===== src/rtl/if_fetch_queue_if.sv =====
// Fetch-queue bus bundle: instruction-memory handshake plus IF/ID head port.
// The master side is the fetch queue; the slave side is memory and IF/ID.
interface if_fetch_queue_if;
    logic        imem_req;
    logic [31:0] imem_addr;
    logic        imem_ack;
    logic [31:0] imem_rdata;
    logic        out_valid;
    logic        out_ready;
    logic [31:0] out_pc;
    logic [31:0] out_inst;

    modport master (
        output imem_req,
        output imem_addr,
        input  imem_ack,
        input  imem_rdata,
        output out_valid,
        input  out_ready,
        output out_pc,
        output out_inst
    );

    modport slave (
        input  imem_req,
        input  imem_addr,
        output imem_ack,
        output imem_rdata,
        input  out_valid,
        output out_ready,
        input  out_pc,
        input  out_inst
    );
endinterface


===== src/rtl/if_fetch_queue.sv =====
// Instruction-fetch front end: owns the fetch PC, issues one memory request
// at a time and buffers {pc, inst} pairs for IF/ID in a small FIFO.
module if_fetch_queue #(
    parameter int          DEPTH    = 4,
    parameter logic [31:0] PC_RESET = 32'h0000_3000
) (
    input  logic                         clock,
    input  logic                         reset,
    if_fetch_queue_if.master             bus,
    input  logic                         redirect,
    input  logic [31:0]                  redirect_pc,
    output logic [$clog2(DEPTH+1)-1:0]   occupancy
);

    localparam int PW = $clog2(DEPTH);
    localparam int CW = $clog2(DEPTH + 1);

    typedef struct packed {
        logic [31:0] pc;
        logic [31:0] inst;
    } entry_t;

    // IDLE: nothing in flight; BUSY: request held; DROP: held but its data is stale
    typedef enum logic [1:0] {
        S_IDLE,
        S_BUSY,
        S_DROP
    } state_t;

    state_t          state_q;
    state_t          state_d;
    logic            issue;
    logic            push;
    logic            pop;
    logic [31:0]     fetch_pc_q;
    logic [31:0]     addr_q;
    logic [PW-1:0]   wptr_q;
    logic [PW-1:0]   rptr_q;
    logic [CW-1:0]   count_q;
    entry_t          mem_q [DEPTH];
    logic            unused_rpc;

    assign unused_rpc = ^redirect_pc[1:0];

    // A stale response (DROP) or any response in a redirect cycle is discarded.
    assign push = (state_q == S_BUSY) && bus.imem_ack && !redirect;
    assign pop  = (count_q != '0) && bus.out_ready && !redirect;

    // Request FSM: issue only when a slot is guaranteed, hold until ack.
    always_comb begin
        state_d = state_q;
        issue   = 1'b0;
        unique case (state_q)
            S_IDLE: begin
                if (!redirect && (count_q < CW'(DEPTH))) begin
                    state_d = S_BUSY;
                    issue   = 1'b1;
                end
            end
            S_BUSY: begin
                if (bus.imem_ack) begin
                    state_d = S_IDLE;
                end else if (redirect) begin
                    state_d = S_DROP;
                end
            end
            S_DROP: begin
                if (bus.imem_ack) begin
                    state_d = S_IDLE;
                end
            end
            default: state_d = S_IDLE;
        endcase
    end

    // State, held request address and fetch PC; redirect wins over the ack.
    always_ff @(posedge clock or negedge reset) begin
        if (!reset) begin
            state_q    <= S_IDLE;
            addr_q     <= PC_RESET;
            fetch_pc_q <= PC_RESET;
        end else begin
            state_q <= state_d;
            if (issue) begin
                addr_q <= fetch_pc_q;
            end
            if (redirect) begin
                fetch_pc_q <= {redirect_pc[31:2], 2'b00};
            end else if (push) begin
                fetch_pc_q <= fetch_pc_q + 32'd4;
            end
        end
    end

    // FIFO pointers and count; a redirect empties the queue outright.
    always_ff @(posedge clock or negedge reset) begin
        if (!reset) begin
            wptr_q  <= '0;
            rptr_q  <= '0;
            count_q <= '0;
        end else if (redirect) begin
            wptr_q  <= '0;
            rptr_q  <= '0;
            count_q <= '0;
        end else begin
            if (push) begin
                wptr_q <= wptr_q + PW'(1);
            end
            if (pop) begin
                rptr_q <= rptr_q + PW'(1);
            end
            count_q <= count_q + CW'(push) - CW'(pop);
        end
    end

    // Entry storage; cleared on reset so the idle head reads as zero.
    always_ff @(posedge clock or negedge reset) begin
        if (!reset) begin
            for (int i = 0; i < DEPTH; i++) begin
                mem_q[i] <= '0;
            end
        end else if (push) begin
            mem_q[wptr_q] <= '{pc: addr_q, inst: bus.imem_rdata};
        end
    end

    assign bus.imem_req  = (state_q != S_IDLE);
    assign bus.imem_addr = addr_q;
    assign bus.out_valid = (count_q != '0);
    assign bus.out_pc    = mem_q[rptr_q].pc;
    assign bus.out_inst  = mem_q[rptr_q].inst;
    assign occupancy     = count_q;

endmodule


===== src/flat_wrapper.sv =====
// flat-port wrapper written by rule: the top's interface ports become plain ports
module if_fetch_queue_flat 
#(
    parameter int          DEPTH    = 4,
    parameter logic [31:0] PC_RESET = 32'h0000_3000
)
  (clock, reset, redirect, redirect_pc, occupancy, bus_imem_req, bus_imem_addr, bus_imem_ack, bus_imem_rdata, bus_out_valid, bus_out_ready, bus_out_pc, bus_out_inst);
  if_fetch_queue_if bus_i ();
  input  logic clock;
  input  logic reset;
  input  logic redirect;
  input  logic [31:0] redirect_pc;
  output logic [$clog2(DEPTH+1)-1:0] occupancy;
  output wire logic [$bits(bus_i.imem_req)-1:0] bus_imem_req;
  output wire logic [$bits(bus_i.imem_addr)-1:0] bus_imem_addr;
  input wire logic [$bits(bus_i.imem_ack)-1:0] bus_imem_ack;
  input wire logic [$bits(bus_i.imem_rdata)-1:0] bus_imem_rdata;
  output wire logic [$bits(bus_i.out_valid)-1:0] bus_out_valid;
  input wire logic [$bits(bus_i.out_ready)-1:0] bus_out_ready;
  output wire logic [$bits(bus_i.out_pc)-1:0] bus_out_pc;
  output wire logic [$bits(bus_i.out_inst)-1:0] bus_out_inst;
  assign bus_imem_req = bus_i.imem_req;
  assign bus_imem_addr = bus_i.imem_addr;
  assign bus_i.imem_ack = bus_imem_ack;
  assign bus_i.imem_rdata = bus_imem_rdata;
  assign bus_out_valid = bus_i.out_valid;
  assign bus_i.out_ready = bus_out_ready;
  assign bus_out_pc = bus_i.out_pc;
  assign bus_out_inst = bus_i.out_inst;
  if_fetch_queue #(.DEPTH(DEPTH), .PC_RESET(PC_RESET)) u_core (.clock(clock), .reset(reset), .bus(bus_i), .redirect(redirect), .redirect_pc(redirect_pc), .occupancy(occupancy));
endmodule

===== config.mk =====
export PLATFORM = sky130hd
export DESIGN_NAME = if_fetch_queue_flat
export DESIGN_NICKNAME = d
export VERILOG_FILES = /design/src/rtl/if_fetch_queue_if.sv /design/src/rtl/if_fetch_queue.sv /design/src/flat_wrapper.sv
export SDC_FILE = /design/constraint.sdc
export NUM_CORES = 1
export LEC_CHECK = 0
export CORE_MARGIN = 2
export CORE_UTILIZATION = 60
export DETAILED_ROUTE_END_ITERATION = 6
export PLACE_DENSITY = 0.94
export SLEW_MARGIN = 20
export SYNTH_ARGS = -nofsm -noshare
export SYNTH_HDL_FRONTEND = slang
export SYNTH_SLANG_ARGS = --single-unit

===== constraint.sdc =====
create_clock -name clock -period 4.9 [get_ports clock]
set_input_delay 0.98 -clock clock [delete_from_list [all_inputs] [get_ports clock]]
set_output_delay 0.98 -clock clock [all_outputs]
set_load 0.05 [all_outputs]

; ---- Word level (Yosys, flattened, before mapping)
; Index checks and enable logic that the tools add are counted.
[totals]
out_inout_bits = 101
elab_cells = 63
regBits = 329
input_bits = 69
[op_classes]
n_bitwise = 2
mux = 20
add_sub_neg = 5
order_cmp = 4
n_eq_ne = 5
n_reduce_logical = 13
[op_table]
columns = op, n
row1 = $bwmux W256, 1
row2 = $mux W64, 3
row3 = $bmux W64 S2, 1
row4 = $demux W64 S2, 1
row5 = $mux W32, 2
row6 = $add A32 B3 Y32 const B, 1
row7 = $mux W2, 8
row8 = $ge A3 B3 Y1 const B, 2
row9 = $logic_and A1 B1 Y1, 6
row10 = $not A2 Y3, 2
row11 = $pmux W2 S3, 1
row12 = $reduce_bool A2 Y1, 3
row13 = $add A2 B1 Y2 const B, 2
row14 = $add A3 B1 Y3, 1
row15 = $lt A3 B1 Y1 const B, 1
row16 = $lt A3 B3 Y1 const B, 1
row17 = $mux W3, 1
row18 = $ne A3 B3 Y1 const B, 1
row19 = $reduce_and A3 Y1, 1
row20 = $reduce_bool A3 Y1, 1
row21 = $sub A3 B1 Y3, 1
row22 = $eq A2 B1 Y1 const B, 1
row23 = $eq A2 B2 Y1 const B, 1
row24 = $logic_not A2 Y1, 1
row25 = 4 further kinds, 5

; ---- Depth between registers and ports, before layout
[depth]
word_depth = 6
mapped_depth = 12
mapped_depth_nobuf = 11

; ---- Worst setup path after synthesis
; No wires, ideal clock.
[synth_path]
path_kind = in2reg
start = in redirect
end = reg u_core.count_q[2] (netlist: u_core.occupancy[2])
setup_ns = 0.132
path_stages = 12
n_path_buf = 3
required_ns = 4.768
slack_ns = 1.741
arrival_ns = 3.027
cell_sequence = clkbuf_1 -> clkbuf_1 -> buf_1 -> nor2_1 -> ha_1 -> inv_1 -> ha_1 -> inv_1 -> fa_1 -> xor2_1 -> xnor2_1 -> nor2_1
[synth_via]
elab_chain_len = 5
word_cells_on_any_way = 6
classes_between = add/sub: 2 / mux: 1 / reduce/logical: 3
[synth_lines]
columns = element, line_no
row1 = from (decl), flat_wrapper.sv:11  ; input logic redirect;
row2 = $logic_not A1 Y1, "if_fetch_queue.sv:46, if_fetch_queue.sv:47"
row3 = $logic_and A1 B1 Y1, if_fetch_queue.sv:46  ; assign push = (state_q == S_BUSY) && bus.imem_ack && !redirect;
row4 = $add A3 B1 Y3, if_fetch_queue.sv:112  ; count_q <= count_q + CW'(push) - CW'(pop);
row5 = $sub A3 B1 Y3, if_fetch_queue.sv:112
row6 = $mux W3 (*), if_fetch_queue.sv:101  ; end else if (redirect) begin
row7 = to (signal assigned), if_fetch_queue.sv:112
row8 = to (decl), if_fetch_queue.sv:39  ; logic [CW-1:0] count_q;
; Every way passes the cells marked *; elsewhere a longest branch is shown, timed or not.
; A chain may end at the register's enable or synchronous reset.

; ---- Worst setup path after layout
[layout_path]
start = reg u_core.rptr_q[0]
end = out bus_out_inst[30]
[layout_via]
elab_chain_len = 4
[layout_lines]
columns = element, line_no
row1 = from (decl), if_fetch_queue.sv:38  ; logic [PW-1:0] rptr_q;
row2 = from (signal assigned), if_fetch_queue.sv:110  ; rptr_q <= rptr_q + PW'(1);
row3 = $not A2 Y3 (implied by the code), if_fetch_queue.sv:131  ; assign bus.out_inst = mem_q[rptr_q].inst;
row4 = $bmux W64 S2, if_fetch_queue.sv:131
row5 = $mux W64 (2 in series), n/a
row6 = to (decl), flat_wrapper.sv:21  ; output wire logic [$bits(bus_i.out_inst)-1:0] bus_out_inst;
; Every way passes these cells. The select of a mux whose other input is x is not followed.

==> metrics.json <==
{
  "synth.largest_area_cell": "dfrtp_1",
  "io_pins": 170,
  "final_cells": 1411,
  "yosysUniqueCellTypes": 46,
  "grt_remaining_overflow": 0,
  "power-per-cell-area_nw_per_um2": 644,
  "cts_tree": "built",
  "synth.area.top_cells": "dfrtp_1 (56%), mux2_2 (22%), mux4_2 (9.9%)",
  "final.hold.worst_slack_ns": 0.501,
  "postCtsResizedCells": 0,
  "worst_path_largest_cell_delay_ns": 0.83,
  "clock-skew-final_ns": 0.00913,
  "port_buffers": 163,
  "synthesis.area_per_instance_um2": 15.2,
  "drt_pass1_iterations": 5,
  "placed_cells_incl_taps": 1354,
  "aggregate_routed_wire_length_um": 30500,
  "synth.most_common_cell": "dfrtp_1",
  "critical_path.endpoint_type": "primary output",
  "final_setup_violation_count": 0,
  "area_delta_synth_final_pct": 21.7,
  "vdd.ir_drop.worst_mv": 0.646,
  "ys_seq_area_frac": 0.565,
  "fp.dieArea_um2": 24700,
  "launching_instance_or_port_of_the_critical_path": "u_core.rptr_q[0]",
  "die-width_um": 157,
  "run_status": "finished clean",
  "synth_enable_flop_cells": 0,
  "postCtsSetupRepairBufs": 0,
  "drcViolationCount": 0,
  "cts-buffers-inserted": 34,
  "clkTransAtPathRegs_ns": 0.06,
  "chipHeight_um": 157,
  "routed_via_density": 5.96,
  "clock_path_buffers": 3,
  "setup.worst_path.start_class": "flop",
  "async_flop_share": 1.00,
  "globalplace.congestion": 0.804,
  "global_router_s_overall_resource_usage": 0.255,
  "dr_total_vias": 8415,
  "floorplan.initialDensity": 0.615,
  "reg2reg_setup_slack_ns": 2.37,
  "r2r_end": "u_core.mem_q[34]",
  "post_drt_wl_per_cell_um": 21.6,
  "antenna_violating_nets_remaining": 0,
  "grt_pass1_wl_um": 48800,
  "finalPower_mw": 11.0,
  "critical_path_peak_fanout": 28,
  "final-hold-violation-count": 0,
  "setup-tns-final_ns": 0,
  "number_of_global_route_vias_before_repair": 9016,
  "critical_path.cell_chain": "buf_4, mux4_2, clkdlybuf4s50_1",
  "placed_cell_area_um2": 16000,
  "min_period_ns": 3.95,
  "synthCells": 922,
  "maximum_clock_rate_ghz": 0.253,
  "tritoncts_num_sinks": 317,
  "final_nets": 1154,
  "yosys.area.top_type_share": 0.557,
  "cap_violations": 0,
  "regToRegStartpoint": "u_core.state_q[1]",
  "power.static_leakage_nw": 7.73,
  "antennaDiodeCount": 0,
  "synth-main-ff-cell": "dfrtp_1",
  "max-slew-margin-rel": 0.292,
  "slew_viol_final": 0,
  "grt_antenna_before_repair": 1,
  "place_hpwl_um": 18400,
  "cp_data_arrival_time_ns": 2.97,
  "reg2reg_depth": 5,
  "layout_worst_path_cycle_share": 0.806,
  "synthTopCellsByCount": "dfrtp_1 (313), mux2_2 (280), mux4_2 (62)",
  "grt_start_max_net_pins": 116,
  "slowest_stage": "dfrtp_4",
  "ctsHtreeMaxLevel": 2,
  "first_iter_violations": 538,
  "worstSetupPathType": "reg -> out",
  "core_um2": 22800,
  "worstHoldPathCells": 1,
  "drive_above_1_share": 0.386,
  "fp-row-count": 55,
  "min-delay-path-class": "reg -> reg",
  "cp_data_required_time_ns": 3.92,
  "fin_area_um2": 17100,
  "netlist_area_um2": 14100,
  "synth.yosys.warnings": 0,
  "timing.critical_path.to": "bus_out_inst[30]",
  "worst_skew_pair.late_latency_ns": 0.50,
  "grt_setup_unrepaired": "no",
  "ctsHoldBuffers": 0,
  "max_slew.worst_pin.slew_ns": 1.06,
  "ys_ff_latch": 317,
  "cts_root_buf": "clkbuf_16"
}
how the worst min path moves through the flow:
stage / start / end / slack, ns
6_report: u_core.mem_q[99] / u_core.mem_q[99] / 0.50
5_1_grt: u_core.mem_q[90] / u_core.mem_q[90] / 0.51
4_1_cts: u_core.mem_q[65] / u_core.mem_q[65] / 0.50
3_5_place_dp: u_core.mem_q[99] / u_core.mem_q[99] / 0.49
3_3_place_gp: u_core.mem_q[116] / u_core.mem_q[116] / 0.48
2_1_floorplan: u_core.mem_q[100] / u_core.mem_q[100] / 0.47
per-stage QoR:
| stage | utilization | setup WS (ns) |
|---|---|---|
| floorplan | - | 1.74 |
| global placement | 0.700 | 1.40 |
| detailed placement | 0.700 | 1.37 |
| CTS | 0.749 | 0.891 |
| global route | 0.749 | 0.811 |
| finish | 0.749 | 0.952 |
critical path, delay by kind of cell (launching register included):
family	cells	cell delay [ns]
flops	1	0.83
mux	1	0.55
buf+inv	2	1.07
routing by layer:
layer | vias up | GRT usage | wire length [µm]
met5 | - | 0 | 14
li1 | 3673 | - | -
met2 | 251 | 0.429 | 15300
met3 | 50 | 0.0515 | 1880
met1 | 4439 | 0.345 | 12700
met4 | 2 | 0.0680 | 559
layout make-up:
| type | count | area (µm²) |
|---|---|---|
| Sequential cell | 317 | 7940 |
| Multi-Input combinational cell | 539 | 5850 |
| Fill cell | 1363 | 5740 |
| Timing Repair Buffer | 173 | 1760 |
| Clock buffer | 51 | 1030 |
| Tap cell | 313 | 392 |
| Clock inverter | 6 | 86.3 |
| Inverter | 12 | 45.0 |
cell families (layout without fill, tap and decap cells):
logic type | Yosys count | in the layout | synth area share
AO/OA/AOI/OAI | 32 | 32 | 0.0120
flip-flops | 317 | 317 | 0.565
adder cells (fa/ha/maj) | 8 | 8 | 0.00766
other | 1 | 4 | 0.000267
XOR/XNOR | 31 | 31 | 0.0193
multiplexers | 344 | 344 | 0.325
AND/OR/NAND/NOR | 120 | 120 | 0.0487
buffers and inverters | 69 | 242 | 0.0220
cell usage in the layout (no fill, tap or decap), types with 3 or more instances in the layout:
cell             instances
nor3_1                   9
dfstp_2                  4
and3_1                   3
clkbuf_16               37
nor2_1                  13
o21ai_0                 21
nand3_1                 10
nand4_1                  9
o21ai_1                  4
buf_4                    6
a21oi_1                  4
nor4_1                   4
clkdlybuf4s50_1        161
conb_1                   4
nor4_4                   4
xor2_1                  13
buf_12                   4
inv_1                   11
nand2_4                  4
clkbuf_1                 9
ha_1                     7
xnor2_1                 18
mux2_2                 280
dfrtp_1                311
nand2_1                 41
mux4_2                  62
clkbuf_8                 5
state kept, by name, summed over array words and instances, names as in the netlist:
name / flops
u_core.wptr_q: 2
u_core.mem_q: 248
u_core.rptr_q: 2
u_core.occupancy: 3
u_core.bus.imem_addr: 30
u_core.fetch_pc_q: 30
u_core.state_q: 2
power by group:
part / total (mW) / switching [mW] / internal (mW)
logic: 4.55 / 2.62 / 1.93
registers: 3.92 / 0.608 / 3.31
clock network: 2.55 / 0.993 / 1.55
total: 11.0 / 4.22 / 6.80
Power figures use the tool's default switching activity.
==> edit (same settings) <==
Encoding of `state_t`: now one-hot (3 bits for 3 states).
--- a/src/rtl/if_fetch_queue.sv
+++ b/src/rtl/if_fetch_queue.sv
@@ -22,8 +22,8 @@
 
     // IDLE: nothing in flight; BUSY: request held; DROP: held but its data is stale
-    typedef enum logic [1:0] {
-        S_IDLE,
-        S_BUSY,
-        S_DROP
+    typedef enum logic [2:0] {
+        S_IDLE = 3'b001,
+        S_BUSY = 3'b010,
+        S_DROP = 3'b100
     } state_t;
 
Formal check against the unedited RTL: same outputs for any inputs over 4 cycles, from zero or initial values and one cycle with reset low; so few cycles prove little.
==> edit against the original RTL <==
Sequential share of layout area is essentially flat. Synthesized cell count grew 1.1%. Area after synthesis grew 0.54%. Setup slack lost 0.094 ns. Design area grew 0.29%. Final cell count grew 1.6%. Wire length grew 1.1%. Die area grew 0.53%. Sequential cell count grew 1. Sequential power shrank 9.7%. Power shrank 11%. Via count grew 1.2%. Largest power group unchanged.
==> edit: results <==
metrics = {
    "routing": {
        "route.vias.total": 8519,
        "wl_met3_um": 2012,
        "wl_met1_um": 13060,
        "routed_via_density": 5.941,
    },
    "worst_hold_path": {
        "min_to": "u_core.mem_q[67]$_DFFE_PN0P_",
        "min_from": "u_core.mem_q[67]$_DFFE_PN0P_",
    },
    "place": {
        "hpwl_um": 18660,
        "dp.cells": 1372,
        "place_area_sq_mm": 0.01602,
    },
    "global_route": {
        "grt_start_max_net_pins": 126,
        "grt_pass1_wl_um": 49290,
        "track_usage_pct": 25.63,
        "grt_use_met2_pct": 41.88,
    },
    "yosys": {
        "seq_area_frac_synth_pct": 56.37,
        "postSynthAreaPerCell_sq_um": 15.16,
        "synthTopCellsByCount": "dfrtp_1, mux2_2, mux2_1",
    },
    "critical_path": {
        "worst_ep_arrival_time_ns": 3.06,
        "rr_endpoint": "u_core.mem_q[165]$_DFFE_PN0P_",
        "crit_fanout": 31,
        "setup.worst_path.end": "bus_out_pc[7]",
    },
    "sta": {
        "worst_pin_slew_ns": 1.072,
        "skew_ns": 0.02278,
        "max_freq_mhz": 247.4,
    },
    "finish": {
        "drive_above_1_share_pct": 26.93,
        "fill_cells": 1420,
    },
    "power_and_ir_drop": {
        "internal_power_uw": 6109,
    },
    "outcome": {
        "outcome": "complete, no violations",
    },
}
[edit: power groups by stage]
stage          logic, uW  clock network [uW]  registers [uW]
3_3_place_gp        3600                   0            3540
4_1_cts             3690                2620            3540
2_1_floorplan       2170                   0            3800
6_report            3660                2570            3540
3_5_place_dp        3660                   0            3570
5_1_grt             3830                2730            3610
[edit: cell families (layout without fill, tap and decap cells)]
group / after synthesis / count (layout) / share of synthesized area, %
multiplexers: 339 / 339 / 31.95
AND/OR/NAND/NOR: 132 / 132 / 5.252
other: 1 / 5 / 0.02654
flip-flops: 318 / 318 / 56.37
buffers and inverters: 63 / 242 / 2.108
adder cells (fa/ha/maj): 8 / 8 / 0.7616
AO/OA/AOI/OAI: 40 / 40 / 1.612
XOR/XNOR: 31 / 31 / 1.922
[edit: layout make-up]
cell class	count	area share, %
inverter	8	0.1896
timing repair buffer	173	10.17
sequential	318	46.45
tap	319	2.327
clock inverter	9	0.5762
clock buffer	52	6.003
multi-input combinational	554	34.27
antenna	1	0.01459
